===== src/rtl/rgbw_frame_decoder.sv =====
// Decodes SPI byte frames (0xA5 header, R, G, B, W) into four committed 8-bit duty values.
// Optional macro RGBW_FRAME_CHECKSUM_EN appends a checksum byte (R^G^B^W) to each frame.
module rgbw_frame_decoder (
   input  logic       clk,
   input  logic       reset,
   input  logic       cs,
   input  logic       byte_rdy,
   input  logic [7:0] byte_in,
   output logic [7:0] red,
   output logic [7:0] green,
   output logic [7:0] blue,
   output logic [7:0] white,
   output logic       update,
   output logic       frame_err,
   output logic       busy
);

`ifdef RGBW_FRAME_CHECKSUM_EN
   typedef enum logic [2:0] {IDLE, GET_R, GET_G, GET_B, GET_W, GET_CHK, COMMIT} state_t;
`else
   typedef enum logic [2:0] {IDLE, GET_R, GET_G, GET_B, GET_W, COMMIT} state_t;
`endif

   state_t     state_q, state_d;
   logic       rdy_q;
   logic [7:0] sh_r_q, sh_r_d, sh_g_q, sh_g_d, sh_b_q, sh_b_d, sh_w_q, sh_w_d;
   logic [7:0] red_q, red_d, green_q, green_d, blue_q, blue_d, white_q, white_d;
   logic       frame_err_q, frame_err_d;
   logic       accept;

   // Rising edge of the strobe only, so a two-cycle strobe is consumed once.
   assign accept = byte_rdy & ~rdy_q & ~cs;

   always_comb begin
      state_d     = state_q;
      sh_r_d      = sh_r_q;
      sh_g_d      = sh_g_q;
      sh_b_d      = sh_b_q;
      sh_w_d      = sh_w_q;
      red_d       = red_q;
      green_d     = green_q;
      blue_d      = blue_q;
      white_d     = white_q;
      frame_err_d = 1'b0;
      if (cs && (state_q != IDLE)) begin
         // Abort: only an error once at least one colour byte has landed.
         state_d     = IDLE;
         frame_err_d = (state_q != GET_R) && (state_q != COMMIT);
      end else begin
         case (state_q)
            IDLE:   if (accept && (byte_in == 8'hA5)) state_d = GET_R;
            GET_R:  if (accept) begin sh_r_d = byte_in; state_d = GET_G; end
            GET_G:  if (accept) begin sh_g_d = byte_in; state_d = GET_B; end
            GET_B:  if (accept) begin sh_b_d = byte_in; state_d = GET_W; end
            GET_W:  if (accept) begin
               sh_w_d = byte_in;
`ifdef RGBW_FRAME_CHECKSUM_EN
               state_d = GET_CHK;
`else
               state_d = COMMIT;
               red_d   = sh_r_d;
               green_d = sh_g_d;
               blue_d  = sh_b_d;
               white_d = sh_w_d;
`endif
            end
`ifdef RGBW_FRAME_CHECKSUM_EN
            GET_CHK: if (accept) begin
               if (byte_in == (sh_r_q ^ sh_g_q ^ sh_b_q ^ sh_w_q)) begin
                  state_d = COMMIT;
                  red_d   = sh_r_d;
                  green_d = sh_g_d;
                  blue_d  = sh_b_d;
                  white_d = sh_w_d;
               end else begin
                  state_d     = IDLE;
                  frame_err_d = 1'b1;
               end
            end
`endif
            // Outputs are loaded on the edge entering COMMIT so they appear with update.
            COMMIT:  state_d = IDLE;
            default: state_d = IDLE;
         endcase
      end
   end

   always_ff @(posedge clk) begin
      if (reset) begin
         state_q     <= IDLE;
         rdy_q       <= 1'b0;
         sh_r_q      <= 8'h00;
         sh_g_q      <= 8'h00;
         sh_b_q      <= 8'h00;
         sh_w_q      <= 8'h00;
         red_q       <= 8'h00;
         green_q     <= 8'h00;
         blue_q      <= 8'h00;
         white_q     <= 8'h00;
         frame_err_q <= 1'b0;
      end else begin
         state_q     <= state_d;
         rdy_q       <= byte_rdy;
         sh_r_q      <= sh_r_d;
         sh_g_q      <= sh_g_d;
         sh_b_q      <= sh_b_d;
         sh_w_q      <= sh_w_d;
         red_q       <= red_d;
         green_q     <= green_d;
         blue_q      <= blue_d;
         white_q     <= white_d;
         frame_err_q <= frame_err_d;
      end
   end

   assign red       = red_q;
   assign green     = green_q;
   assign blue      = blue_q;
   assign white     = white_q;
   assign update    = (state_q == COMMIT);
   assign frame_err = frame_err_q;
   assign busy      = (state_q != IDLE);

endmodule


===== config.mk =====
export PLATFORM = sky130hd
export DESIGN_NAME = rgbw_frame_decoder
export DESIGN_NICKNAME = d
export VERILOG_FILES = /design/src/rtl/rgbw_frame_decoder.sv
export SDC_FILE = /design/constraint.sdc
export NUM_CORES = 1
export LEC_CHECK = 0
export CAP_MARGIN = 10
export CORE_MARGIN = 2
export CORE_UTILIZATION = 42
export DETAILED_ROUTE_END_ITERATION = 12
export GPL_TIMING_DRIVEN = 0
export PLACE_DENSITY = 0.7
export REMOVE_ABC_BUFFERS = 1
export SLEW_MARGIN = 10
export SYNTH_ARGS = -nofsm -noshare
export SYNTH_HDL_FRONTEND = slang
export SYNTH_SLANG_ARGS = --single-unit
export TNS_END_PERCENT = 30

===== constraint.sdc =====
create_clock -name clk -period 2.11 [get_ports clk]
set_clock_uncertainty 0.05 [all_clocks]
set_input_delay 0.422 -clock clk [delete_from_list [all_inputs] [get_ports clk]]
set_output_delay 0.422 -clock clk [all_outputs]
set_load 0.02 [all_outputs]

==> impl_metrics.json, run 1 <==
{
  "outcome": "finished, final reports clean",
  "use_met2": 0.286,
  "die_x_um": 81.8,
  "slowest_stage": "dfxtp_4",
  "hold_buffers": 0,
  "insertion_delay_ns": 0.34,
  "dieArea_um2": 6690,
  "drt_drc_violations_left": 0,
  "area_growth_syn_to_layout_pct": 25.2,
  "fin_area_um2": 3190,
  "yosys_warnings": 0,
  "fp.coreArea_um2": 5890,
  "dp.cells": 387,
  "async_flop_share": 0,
  "finalPower_uw": 2170,
  "ir_drop_uv": 433,
  "antenna_found_initial": 0,
  "critical_path_class": "flip-flop to output pin",
  "cts_tree": "built",
  "hold_class": "input port to flip-flop",
  "gp_congestion": 0.828,
  "grt_usage": 0.199,
  "syn_inst": 298,
  "cts_inserted_buffers": 9,
  "sw_frac_of_total": 0.233,
  "power_leakage_uw": 0.000976,
  "drtPass1Iterations": 4,
  "drt_iter0_drc": 192,
  "antenna_cells": 0,
  "required_ns": 1.64,
  "path_cells": "or3_1 -> dlygate4sd2_1",
  "pwr-share-seq": 0.532,
  "routed_wl_mm": 6.33,
  "pin_count": 47,
  "grt_max_degree": 47,
  "fp.dieH_um": 81.8,
  "busiest_layer": "met2",
  "clockPowerShare": 0.416,
  "synthFlopType": "dfxtp_1",
  "rsz0062_at_grt": "false",
  "drive_gt1_frac": 0.0970,
  "via_per_inst": 5.81,
  "hold_path_depth": 2,
  "rows": 28,
  "drt-wirelength-per-cell_um": 15.6,
  "p_sw_uw": 504,
  "p_int_uw": 1660,
  "endpoint_kind": "output pin",
  "ys_ff_latch": 61,
  "r2r_cells": 4,
  "grt_pass1_wl_mm": 10.2,
  "port_buffers": 46,
  "synthesis.area_um2": 2540,
  "report.final.slew_viol_count": 0,
  "syn_avg_cell_area_um2": 8.54,
  "vias": 2353,
  "final_cells": 405,
  "cts_buffer_depth": 2,
  "setup_violations": 0,
  "htreeDepth": 3,
  "period_share": 0.959,
  "dp_hpwl_mm": 3.67,
  "start_util": 0.432,
  "power_frac_comb": 0.052,
  "max_slew_margin": 0.517,
  "crit_fanout": 28,
  "arrival_ns": 1.55,
  "grt_pass1_vias": 2093,
  "grt_use_met1": 0.281,
  "cap_violations": 0,
  "max_stage_delay_ns": 0.44,
  "cp-start-kind": "flip-flop",
  "clk_pin_slew_ns": 0.06,
  "final_nets": 339,
  "placed_area_um2": 2980,
  "use_met3": 0.0352,
  "worstMarginPinSlew_ns": 0.724,
  "synth-edff-count": 0,
  "synth_seq_area_share": 0.480,
  "fmax_mhz": 494,
  "fin_util": 0.541,
  "ant_nets": 0,
  "grt-ovfl-total": 0,
  "hold_viol_final": 0,
  "fin_crit_ns": 2.02,
  "clock-root-buffer": "clkbuf_8",
  "synth_cell_types": 30,
  "power.density_nw_per_um2": 680,
  "hold_slack_ns": 0.415,
  "cts_sinks": 61
}
## synthesized netlist by cell type (all sizes together), types with 2 or more instances
master	number	area, µm²
dfxtp	61	1220
a21oi	59	295
o21ai	42	210
nand3	40	200
buf	20	136
o31ai	17	128
clkbuf	16	60.1
nand4	16	100
nor2	4	17.5
nor2b	3	18.8
inv	2	7.51
nand2b	2	12.5
nor3	2	10.0
nor4bb	2	20.0
## per-layer routing
layer | wire [µm] | up-vias | part of all wire
met4 | 71 | 0 | 0.011
li1 | - | 1153 | -
met3 | 353 | 9 | 0.056
met1 | 3010 | 1127 | 0.48
met2 | 2890 | 64 | 0.46
met5 | 0 | - | 0
## cells in the final DEF (no fill, tap or decap), types with 2 or more instances in the layout
cell             instances
dfxtp_1                 58
buf_6                    2
dfxtp_2                  2
o21ai_0                  2
dlygate4sd2_1            2
nor3_1                   2
clkinv_2                 2
nand4_1                 16
inv_1                    2
o21ai_1                 40
nor4bb_1                 2
a21oi_1                 59
buf_4                    3
nand3_1                 40
clkbuf_8                11
nor2b_1                  2
o31ai_1                 17
clkdlybuf4s50_1         43
nor2_1                   3
## flip-flops by register name, summed over array words and instances, names as in the netlist
| signal | flops |
|---|---|
| rdy_q | 1 |
| frame_err | 1 |
| white | 8 |
| sh_g_q | 8 |
| blue | 8 |
| state_q | 3 |
| sh_r_q | 8 |
| sh_b_q | 8 |
| green | 8 |
| red | 8 |
## power by group through the flow
stage / logic [µW] / clock network, µW / registers, µW
2_1_floorplan: 33.5 / 0 / 1180
4_1_cts: 108 / 915 / 1150
6_report: 112 / 901 / 1150
3_5_place_dp: 108 / 0 / 1180
5_1_grt: 120 / 953 / 1150
3_3_place_gp: 97.5 / 0 / 1180
## repair_timing
item,4_1_cts,5_1_grt
buffers inserted,1,2
cloned,1,0
setup endpoints to repair,34,6
gates resized for setup,8,0
pin swaps,0,1
## path summary, 6_finish.rpt
kind                                              start                 endpoint  slack [ns]
worst max-delay path            state_q[1]$_SDFFE_PP0P_                     busy        0.09
worst min-delay path                              reset         rdy_q$_SDFF_PP0_        0.41
worst max register to register  state_q[2]$_SDFFE_PP0P_  state_q[2]$_SDFFE_PP0P_        0.34
worst min register to register   sh_g_q[6]$_SDFFE_PP0P_    green[6]$_SDFFE_PP0P_        0.42
## worst max-delay path, delay by kind of cell (launching register included)
| kind | cells | cell delay, ns |
|---|---|---|
| AND/OR/NAND/NOR | 1 | 0.43 |
| flip-flops | 1 | 0.44 |
| buffers and inverters | 1 | 0.34 |
## cell families after synthesis
group	Yosys count	synth area share
simple gates	79	0.184
compound gates	119	0.252
buf+inv	38	0.0802
flops	61	0.480
xor+xnor	1	0.00344
## final cells by class
| type | count | area, µm² |
|---|---|---|
| Multi-Input combinational cell | 200 | 1150 |
| Timing Repair Buffer | 53 | 546 |
| Clock buffer | 12 | 155 |
| Clock inverter | 2 | 10.0 |
| Sequential cell | 61 | 1230 |
| Fill cell | 582 | 2700 |
| Inverter | 2 | 7.51 |
| Tap cell | 75 | 93.8 |
## through the flow
stage / worst slack, ns / TNS (ns)
2_1_floorplan: -0.501 / -19.98
3_3_place_gp: -2.11 / -93.53
3_5_place_dp: -0.989 / -13.95
4_1_cts: 0.0828 / 0
5_1_grt: 0.0337 / 0
6_report: 0.0867 / 0
Power figures use the tool's default switching activity.
==> run 2: changes to the inputs <==
--- a/config.mk
+++ b/config.mk
@@ -5,6 +5,7 @@
 export SDC_FILE = /design/constraint.sdc
 export NUM_CORES = 1
 export LEC_CHECK = 0
+export ABC_AREA = 0
 export CAP_MARGIN = 10
 export CORE_MARGIN = 2
 export CORE_UTILIZATION = 42
==> results of run 2 <==
Same layout as run 1: the final DEF is identical, and so are final timing and power.
